### src/rtl/video_timing_pkg.sv
// video_timing_pkg
// Shared types and helpers for the raster timing generator.
//   timing_t         : resolution / porch / sync geometry of one video mode
//   VGA_640x480_60   : 640x480 @ 60 Hz preset
//   SVGA_800x600_60  : 800x600 @ 60 Hz preset
//   h_total/v_total  : total pixels per line / lines per frame
//   fits_cw          : true when a value is representable in cw unsigned bits
package video_timing_pkg;

  localparam int PHASE_W = 4;

  typedef struct packed {
    int h_res;
    int h_fp;
    int h_sync;
    int h_bp;
    int v_res;
    int v_fp;
    int v_sync;
    int v_bp;
  } timing_t;

  localparam timing_t VGA_640x480_60 = '{
    h_res: 640, h_fp: 16, h_sync: 96,  h_bp: 48,
    v_res: 480, v_fp: 10, v_sync: 2,   v_bp: 33
  };

  localparam timing_t SVGA_800x600_60 = '{
    h_res: 800, h_fp: 40, h_sync: 128, h_bp: 88,
    v_res: 600, v_fp: 1,  v_sync: 4,   v_bp: 23
  };

  function automatic int h_total(timing_t t);
    return t.h_res + t.h_fp + t.h_sync + t.h_bp;
  endfunction

  function automatic int v_total(timing_t t);
    return t.v_res + t.v_fp + t.v_sync + t.v_bp;
  endfunction

  function automatic bit fits_cw(int val, int cw);
    if (val < 0)   return 1'b0;
    if (cw >= 31)  return 1'b1;
    return val < (1 << cw);
  endfunction

endpackage

### src/rtl/video_timing_gen_pix_clk_div.sv
// pix_clk_div
// Integer divider producing the pixel-clock enable from pclk.
// Ports:
//   i_pclk   : base pixel clock
//   i_rst_n  : asynchronous active-low reset
//   o_phase  : pclk index within the current pixel, 0..PIX_DIV-1
//   o_ena    : registered strobe, high on the first pclk of each pixel
//   o_adv    : combinational wrap flag; the coming edge starts a new pixel
module pix_clk_div
  import video_timing_pkg::*;
#(
  parameter int PIX_DIV = 4
) (
  input  logic               i_pclk,
  input  logic               i_rst_n,
  output logic [PHASE_W-1:0] o_phase,
  output logic               o_ena,
  output logic               o_adv
);

  localparam logic [PHASE_W-1:0] PH_LAST = PHASE_W'(PIX_DIV - 1);

  logic [PHASE_W-1:0] r_phase;
  logic               r_ena;
  logic               w_wrap;
  logic [PHASE_W-1:0] w_phase_nxt;

  assign w_wrap      = (r_phase == PH_LAST);
  assign w_phase_nxt = w_wrap ? '0 : r_phase + PHASE_W'(1);

  // Reset parks on the last phase so the first edge after release wraps
  // into phase 0 and starts pixel (0,0).
  always_ff @(posedge i_pclk or negedge i_rst_n) begin
    if (!i_rst_n) begin
      r_phase <= PH_LAST;
      r_ena   <= 1'b0;
    end else begin
      r_phase <= w_phase_nxt;
      r_ena   <= w_wrap;
    end
  end

  assign o_phase = r_phase;
  assign o_ena   = r_ena;
  assign o_adv   = w_wrap;

endmodule

### src/rtl/video_timing_gen.sv
// video_timing_gen
// Parametrised raster timing generator. All outputs are registered decodes
// of the next position, so they are aligned with x/y.
// Optional feature: define VIDEO_TIMING_RASTER_IRQ_EN to add the raster-line
// compare (raster_line input, raster_irq strobe).
// Ports:
//   pclk        : base pixel clock
//   reset       : asynchronous active-low reset
//   pc_ena      : strobe on the first pclk of each pixel
//   pc_phase    : pclk index within the pixel
//   x, y        : current raster position
//   hde/vde/de  : display enables
//   hsync/vsync : syncs, asserted level set by HS_POL / VS_POL
//   line_start  : strobe at x==0
//   frame_start : strobe at x==0, y==0
//   raster_line : compare line (optional)
//   raster_irq  : strobe at line start of y==raster_line (optional)
module video_timing_gen
  import video_timing_pkg::*;
#(
  parameter int H_RES   = 640,
  parameter int H_FP    = 16,
  parameter int H_SYNC  = 96,
  parameter int H_BP    = 48,
  parameter int V_RES   = 480,
  parameter int V_FP    = 10,
  parameter int V_SYNC  = 2,
  parameter int V_BP    = 33,
  parameter int HS_POL  = 1,
  parameter int VS_POL  = 1,
  parameter int PIX_DIV = 4,
  parameter int CW      = 12
) (
  input  logic               pclk,
  input  logic               reset,
  output logic               pc_ena,
  output logic [PHASE_W-1:0] pc_phase,
  output logic [CW-1:0]      x,
  output logic [CW-1:0]      y,
  output logic               hde,
  output logic               vde,
  output logic               de,
  output logic               hsync,
  output logic               vsync,
  output logic               line_start,
  output logic               frame_start
`ifdef VIDEO_TIMING_RASTER_IRQ_EN
  ,
  input  logic [CW-1:0]      raster_line,
  output logic               raster_irq
`endif
);

  localparam timing_t TIM = '{
    h_res: H_RES, h_fp: H_FP, h_sync: H_SYNC, h_bp: H_BP,
    v_res: V_RES, v_fp: V_FP, v_sync: V_SYNC, v_bp: V_BP
  };
  localparam int H_TOTAL = h_total(TIM);
  localparam int V_TOTAL = v_total(TIM);

  generate
    if (!fits_cw(H_TOTAL - 1, CW) || !fits_cw(V_TOTAL - 1, CW)) begin : g_cw_err
      $error("video_timing_gen: CW=%0d too narrow for H_TOTAL=%0d V_TOTAL=%0d",
             CW, H_TOTAL, V_TOTAL);
    end
    if (PIX_DIV < 1 || PIX_DIV > 16) begin : g_div_err
      $error("video_timing_gen: PIX_DIV=%0d outside 1..16", PIX_DIV);
    end
  endgenerate

  localparam logic [CW-1:0] X_LAST   = CW'(H_TOTAL - 1);
  localparam logic [CW-1:0] Y_LAST   = CW'(V_TOTAL - 1);
  localparam logic [CW-1:0] X_ACT    = CW'(H_RES);
  localparam logic [CW-1:0] Y_ACT    = CW'(V_RES);
  localparam logic [CW-1:0] HS_FIRST = CW'(H_RES + H_FP);
  localparam logic [CW-1:0] HS_LAST  = CW'(H_RES + H_FP + H_SYNC - 1);
  localparam logic [CW-1:0] VS_FIRST = CW'(V_RES + V_FP);
  localparam logic [CW-1:0] VS_LAST  = CW'(V_RES + V_FP + V_SYNC - 1);
  localparam logic          HS_ON    = (HS_POL != 0);
  localparam logic          VS_ON    = (VS_POL != 0);

  logic          w_adv;
  logic [CW-1:0] w_x_nxt;
  logic [CW-1:0] w_y_nxt;
  logic          w_line_hit;

  logic [CW-1:0] r_x;
  logic [CW-1:0] r_y;
  logic          r_hde;
  logic          r_vde;
  logic          r_de;
  logic          r_hs;
  logic          r_vs;
  logic          r_ls;
  logic          r_fs;

  pix_clk_div #(
    .PIX_DIV (PIX_DIV)
  ) u_pix_clk_div (
    .i_pclk  (pclk),
    .i_rst_n (reset),
    .o_phase (pc_phase),
    .o_ena   (pc_ena),
    .o_adv   (w_adv)
  );

  always_comb begin
    w_x_nxt = r_x;
    w_y_nxt = r_y;
    if (w_adv) begin
      if (r_x == X_LAST) begin
        w_x_nxt = '0;
        w_y_nxt = (r_y == Y_LAST) ? '0 : r_y + CW'(1);
      end else begin
        w_x_nxt = r_x + CW'(1);
      end
    end
  end

  // Strobes qualify on w_adv so they last only the first pclk of a pixel.
  assign w_line_hit = w_adv && (w_x_nxt == '0);

  always_ff @(posedge pclk or negedge reset) begin
    if (!reset) begin
      r_x   <= X_LAST;
      r_y   <= Y_LAST;
      r_hde <= 1'b0;
      r_vde <= 1'b0;
      r_de  <= 1'b0;
      r_hs  <= ~HS_ON;
      r_vs  <= ~VS_ON;
      r_ls  <= 1'b0;
      r_fs  <= 1'b0;
    end else begin
      r_x   <= w_x_nxt;
      r_y   <= w_y_nxt;
      r_hde <= (w_x_nxt < X_ACT);
      r_vde <= (w_y_nxt < Y_ACT);
      r_de  <= (w_x_nxt < X_ACT) && (w_y_nxt < Y_ACT);
      r_hs  <= (w_x_nxt >= HS_FIRST && w_x_nxt <= HS_LAST) ? HS_ON : ~HS_ON;
      r_vs  <= (w_y_nxt >= VS_FIRST && w_y_nxt <= VS_LAST) ? VS_ON : ~VS_ON;
      r_ls  <= w_line_hit;
      r_fs  <= w_line_hit && (w_y_nxt == '0);
    end
  end

`ifdef VIDEO_TIMING_RASTER_IRQ_EN
  logic r_irq;

  // y never exceeds V_TOTAL-1, so an out-of-range compare line never matches.
  always_ff @(posedge pclk or negedge reset) begin
    if (!reset) begin
      r_irq <= 1'b0;
    end else begin
      r_irq <= w_line_hit && (w_y_nxt == raster_line);
    end
  end

  assign raster_irq = r_irq;
`endif

  assign x           = r_x;
  assign y           = r_y;
  assign hde         = r_hde;
  assign vde         = r_vde;
  assign de          = r_de;
  assign hsync       = r_hs;
  assign vsync       = r_vs;
  assign line_start  = r_ls;
  assign frame_start = r_fs;

endmodule

### config.mk
export PLATFORM = sky130hd
export DESIGN_NAME = video_timing_gen
export DESIGN_NICKNAME = d
export VERILOG_FILES = /design/src/rtl/video_timing_pkg.sv /design/src/rtl/video_timing_gen_pix_clk_div.sv /design/src/rtl/video_timing_gen.sv
export SDC_FILE = /design/constraint.sdc
export NUM_CORES = 1
export LEC_CHECK = 0
export ABC_AREA = 1
export CAP_MARGIN = 15
export CORE_ASPECT_RATIO = 1.5
export CORE_MARGIN = 5
export CORE_UTILIZATION = 39
export DETAILED_ROUTE_END_ITERATION = 7
export SLEW_MARGIN = 20
export SYNTH_ARGS = -nofsm -noshare
export SYNTH_HDL_FRONTEND = slang
export SYNTH_SLANG_ARGS = --single-unit
### constraint.sdc
create_clock -name pclk -period 2.15 [get_ports pclk]
set_clock_uncertainty 0.15 [all_clocks]
set_input_delay 0.215 -clock pclk [delete_from_list [all_inputs] [get_ports pclk]]
set_output_delay 0.215 -clock pclk [all_outputs]
set_load 0.02 [all_outputs]
==> results of run 1 <==
[power breakdown]
part	switching [mW]	total, mW	leakage (nW)	internal [mW]
sequential	0	0.678	0.445	0.678
combinational	0.0129	0.0148	1.22	0.00181
clock	0.235	0.528	0.0515	0.293
[cells by family (layout without fill, tap and decap cells)]
family / count (synthesis) / in the layout / synth area share
buffers and inverters: 65 / 169 / 0.111
AND/OR/NAND/NOR: 206 / 206 / 0.408
adder cells (fa/ha/maj): 4 / 4 / 0.0224
AO/OA/AOI/OAI: 17 / 17 / 0.0420
XOR/XNOR: 2 / 2 / 0.00783
flip-flops: 36 / 36 / 0.409
[worst register-to-register path: cells and delay by family (launching register included)]
kind / cells / cell delay, ns
AND/OR/NAND/NOR: 7 / 0.75
flip-flops: 1 / 0.56
buffers and inverters: 3 / 0.37
adder cells (fa/ha/maj): 1 / 0.16
AO/OA/AOI/OAI: 1 / 0.14
[sequential cells by signal (all words and copies together) (netlist names)]
register and count:
de 1, u_pix_clk_div.o_phase 4, line_start 1, x 12, hde 1, frame_start 1, vsync 1, y 12
hsync 1, vde 1, u_pix_clk_div.o_ena 1
[area by class of cell]
cell class	instances	area share
Multi-Input combinational cell	229	0.363
Inverter	62	0.0684
Clock buffer	8	0.0291
Sequential cell	36	0.266
Tap cell	70	0.0255
Timing Repair Buffer	99	0.248
[timing repair]
action / CTS / global route
buffers inserted: 9 / 3
hold buffers: 1 / 0
hold endpoints to repair: 24 / 0
endpoints found under the setup margin: 5 / 8
resized for setup: 22 / 32
pin swaps: 18 / 21
cloned: 0 / 0
[worst paths after layout]
check | start | end | slack [ns]
max in group asynchronous | reset | x[11]$_DFF_PN0_ | 0.93
min in group pclk | u_pix_clk_div.o_phase[1]$_DFF_PN1_ | u_pix_clk_div.o_phase[1]$_DFF_PN1_ | 0.43
max | x[0]$_DFF_PN1_ | frame_start$_DFF_PN0_ | -0.04
max reg2reg | x[0]$_DFF_PN1_ | frame_start$_DFF_PN0_ | -0.04
min reg2reg | u_pix_clk_div.o_phase[1]$_DFF_PN1_ | u_pix_clk_div.o_phase[1]$_DFF_PN1_ | 0.43
min | reset | y[7]$_DFF_PN0_ | 0.40
[per-stage QoR]
stage	setup slack [ns]	area, sq um	util	setup TNS (ns)
global route	-0.158	3440	0.621	-0.438
global placement	-0.179	3060	0.553	-0.568
detailed placement	-0.206	3060	0.553	-0.731
floorplan	0.0392	2240	-	0
finish	-0.0379	3440	0.621	-0.0482
CTS	-0.0254	3310	0.598	-0.0364
[placed cells by master, fill, tap and decap left out, drive strengths merged, types with 6 or more instances in the layout]
| cell | n |
|---|---|
| nand2 | 97 |
| buf | 62 |
| inv | 62 |
| nor2 | 51 |
| nand3 | 39 |
| clkdlybuf4s50 | 36 |
| dfrtp | 24 |
| o21ai | 15 |
| nand4 | 13 |
| dfstp | 12 |
| clkbuf | 8 |
| nor3 | 6 |
[layer usage]
| layer | share of wire | wire, um | GRT usage |
|---|---|---|---|
| met2 | 0.56 | 3660 | 0.357 |
| met4 | 0.023 | 153 | 0.0868 |
| met5 | 0 | 0 | 0 |
| met3 | 0.033 | 219 | 0.0322 |
| met1 | 0.38 | 2510 | 0.198 |
==> results.yml, run 1 <==
pwr:
  p_leak_nw: 1.71
  total_power_mw: 1.22
  max-vdd-ir-drop_mv: 0.296
  cellPowerDensity_nw_per_um2: 355
status:
  violations: "setup timing"
  status: "finished with violations"
logic_synthesis:
  synth_most_common_cell: "nand2_1"
  syn-num-nets: 336
  syn_area_per_cell_sq_um: 6.78
  yosysTopAreaCell: "dfrtp_1"
  synth-edff-count: 0
  synth_area_leaders: "dfrtp_1 (27%), nand2_1 (16%), dfstp_2 (14%)"
  ys.flop_type: "dfrtp_1"
  netlist_instances: 330
  synth_top_area_frac: 0.268
  yosysWarnings: 0
  yosys.cell_types.count: 23
  async_flop_share: 1.00
  synth_seq_cells: 36
  ys_top_cells_by_count: "nand2_1 (93), inv_1 (58), nor2_1 (45)"
  seq_area_frac_synth: 0.409
  synth.cell_area_sq_um: 2240
floorplan:
  pin_count: 38
  die_h_um: 103
  start_util: 0.404
  dieArea_sq_um: 7380
  fp-row-count: 33
  core_area_sq_um: 5530
  die_w_um: 71.8
clock_network:
  clockBufferDepth: 2
  htree_levels: 2
  clock_latency_ns: 0.28
  cts-root-buf: "clkbuf_8"
  tritoncts: "built"
  cts_num_sinks: 36
  path_clk_slew_ns: 0.07
  cts_made_buffers: 5
worst_setup_path:
  path_delay_family: "simple AND/OR/NAND/NOR gates"
  r2r_cells: 12
  required_ns: 2.22
  timing_worst_setup_path_type: "flop to flop"
  critPathMaxFanout: 5
  cp_num_cells: 12
  slowest_stage: "dfstp_2"
  path_buf_inv: 3
  worst_setup_path_start_kind: "flop"
  cp-end-kind: "flop"
  crit_chain: "ha_4 -> inv_4 -> nor2_4 -> nand4_1 -> buf_4 -> buf_6 -> nand2_2 -> o21a_1 -> nand2_1 -> nor2_1 -> nand3_1 -> nor2_1"
  cp.arrival_ns: 2.26
  slowest_delay_ns: 0.56
  cp_common_cell: "nor2_1"
place:
  place_congestion: 0.882
  port_buffers: 37
  place_inst: 485
  hpwl_mm: 5.09
detailed_routing:
  post_drt_wl_per_cell_um: 13.0
  drt_wl_total_mm: 6.55
  postRouteAntennaNets: 0
  vias_per_cell: 4.83
  drc: 0
  drt_first_pass_iters: 4
  num_vias: 2436
  detail_route.iter0.violations: 126
grt:
  grt_pass1_vias: 2452
  antenna_found_initial: 0
  grt_max_degree: 37
  grt.total_usage: 0.188
  grt_pass1_wl_mm: 10.8
  grt_overflow: 0
layout:
  diodes: 0
  multiInputGateArea_sq_um: 1250
  fillers: 512
  final_nets: 439
  syn_to_final_growth_pct: 53.6
  drive_gt1_frac: 0.309
  seqCellArea_sq_um: 916
  instances_no_fill: 504
timing:
  max_slew_margin: 0.461
  hold_slack_ns: 0.402
  min_period_over_period: 1.02
  rsz0062_at_grt: "yes"
  fin_crit_ns: 2.19
  setup_viol_count_final: 2
  final_hold_viol_count: 0
  max_freq_mhz: 457
  setup_ws_ns: -0.0379
  finalMaxSlewViolations: 0
  tightest_slew_ns: 0.809
run:
  drv_cap: 0
hold_path:
  hp-class: "input pin to async pin"
(Power assumes the default switching activity.)
==> run 2, diff against run 1 <==
- CTS_CLUSTER_SIZE: not set -> 20
==> results of run 2 <==
No change in the layout: final DEF, timing and power equal those of run 1.
==> run 3, diff against run 2 <==
==> constraint.sdc (replaced) <==
create_clock -name pclk -period 2.7 [get_ports pclk]
set_clock_uncertainty 0.15 [all_clocks]
set_input_delay 0.27 -clock pclk [delete_from_list [all_inputs] [get_ports pclk]]
set_output_delay 0.27 -clock pclk [all_outputs]
set_load 0.01 [all_outputs]
==> results.yml, run 3 (synthesis gave the netlist of run 1 again) <==
worst_setup_path:
  cp-end-kind: "flop"
  cp_common_cell: "nand2_1"
  slowest_delay_ns: 0.56
  path_buf_inv: 3
  slowest_stage: "dfstp_2"
  r2r_setup_slack_ns: 0.13
  cp.arrival_ns: 2.59
  worst_setup_path_start_kind: "flop"
  timing_worst_setup_path_type: "flop to flop"
  required_ns: 2.72
  crit_chain: "ha_1 -> nand3_2 -> inv_2 -> nand4_1 -> o21bai_1 -> nand2_1 -> clkinv_1 -> nand2_1 -> o21ai_1 -> inv_1"
  r2r_end: "vde$_DFF_PN0_"
  r2r_cells: 10
  r2r-start: "u_pix_clk_div.o_phase[0]$_DFF_PN1_"
  path_delay_family: "simple AND/OR/NAND/NOR gates"
  cp_num_cells: 10
  critPathMaxFanout: 10
pwr:
  max-vdd-ir-drop_mv: 0.258
  cellPowerDensity_nw_per_um2: 380
  total_power_mw: 1.08
  p_leak_nw: 1.40
place:
  place_inst: 437
  place_congestion: 0.837
  port_buffers: 37
  hpwl_mm: 4.81
clock_network:
  htree_levels: 2
  cts_made_buffers: 5
  tritoncts: "built"
  cts-root-buf: "clkbuf_8"
  cts_num_sinks: 36
  clockBufferDepth: 2
  path_clk_slew_ns: 0.08
  clock_latency_ns: 0.29
floorplan:
  fp-row-count: 33
  start_util: 0.404
  die_h_um: 103
  core_area_sq_um: 5530
  pin_count: 38
  die_w_um: 71.8
  dieArea_sq_um: 7380
detailed_routing:
  detail_route.iter0.violations: 143
  post_drt_wl_per_cell_um: 13.8
  drc: 0
  drt_wl_total_mm: 6.18
  postRouteAntennaNets: 0
  drt_first_pass_iters: 4
  num_vias: 2177
  vias_per_cell: 4.87
hold_path:
  whs_path_depth: 1
  whs_endpoint: "u_pix_clk_div.o_phase[0]$_DFF_PN1_"
  hp-start: "u_pix_clk_div.o_phase[0]$_DFF_PN1_"
  hp-class: "flop to flop"
timing:
  max_freq_mhz: 389
  fin_crit_ns: 2.57
  finalMaxSlewViolations: 0
  hold_slack_ns: 0.368
  final_hold_viol_count: 0
  min_period_over_period: 0.951
  setup_viol_count_final: 0
  max_slew_margin: 0.461
  tightest_slew_ns: 0.809
grt:
  grt_overflow: 0
  grt_pass1_vias: 2116
  antenna_found_initial: 0
  grt.total_usage: 0.180
  grt_max_degree: 37
  grt_pass1_wl_mm: 10.2
run:
  drv_cap: 0
layout:
  syn_to_final_growth_pct: 27.0
  final_common_cell: "nand2_1"
  diodes: 0
  drive_gt1_frac: 0.111
  fillers: 563
  mostFrequentLayoutCells: "nand2_1 (93), inv_1 (58), nor2_1 (45)"
  instances_no_fill: 447
  final_nets: 382
status:
  status: "finished clean"
[run 3: per-layer routing]
metal  global-route usage  vias to the layer above  wire, um
met5                    0                        -         0
met4               0.0767                        0       148
met3               0.0283                       12       209
met2                0.330                       50      3330
met1                0.204                      999      2500
li1                     -                     1116         -
[run 3: layout make-up]
cell class / instances / area, sq um / area share
timing repair buffer: 42 / 405 / 0.143
tap: 70 / 87.6 / 0.0308
sequential: 36 / 916 / 0.322
multi-input combinational: 229 / 1070 / 0.378
clock buffer: 7 / 96.3 / 0.0339
inverter: 62 / 233 / 0.0819
clock inverter: 1 / 30.0 / 0.0106
[run 3: repair_timing]
| action | CTS | global route |
|---|---|---|
| setup endpoints to repair | 0 | 2 |
| setup buffers | 0 | 1 |
| resized for setup | 0 | 0 |
| hold buffers | 1 | 0 |
| hold endpoints to repair | 24 | 0 |
[run 3: where the power goes]
group	leakage, nW	total (mW)	switching [mW]	internal [mW]
Combinational	0.893	0.0117	0.0103	0.00144
Sequential	0.445	0.540	0	0.540
Clock	0.0645	0.527	0.201	0.326
Total	1.40	1.08	0.212	0.867
[run 3: worst max-delay path by stage]
stage	startpoint	endpoint	slack (ns)
final	u_pix_clk_div.o_phase[0]$_DFF_PN1_	vde$_DFF_PN0_	0.13
after global routing	u_pix_clk_div.o_phase[0]$_DFF_PN1_	vde$_DFF_PN0_	-0.008
after CTS	u_pix_clk_div.o_phase[0]$_DFF_PN1_	vde$_DFF_PN0_	0.08
after detailed placement	u_pix_clk_div.o_phase[0]$_DFF_PN1_	vde$_DFF_PN0_	0.11
after global placement	u_pix_clk_div.o_phase[0]$_DFF_PN1_	vde$_DFF_PN0_	0.10
after floorplan	x[0]$_DFF_PN1_	frame_start$_DFF_PN0_	0.64
[run 3: through the flow]
step	area [sq um]	setup WS, ns	setup TNS (ns)	util
after detailed placement	2700	0.115	0	0.488
after global routing	2840	-0.00756	-0.00854	0.514
final	2840	0.132	0	0.514
after CTS	2830	0.0827	0	0.512
after floorplan	2240	0.637	0	-
after global placement	2700	0.103	0	0.488
[run 3: worst reg2reg max path, cell delays in order (launching register included)]
cell	delay, ns
dfstp_2	0.56
ha_1	0.20
nand3_2	0.22
inv_2	0.23
nand4_1	0.27
o21bai_1	0.22
nand2_1	0.09
clkinv_1	0.06
nand2_1	0.09
o21ai_1	0.27
inv_1	0.07
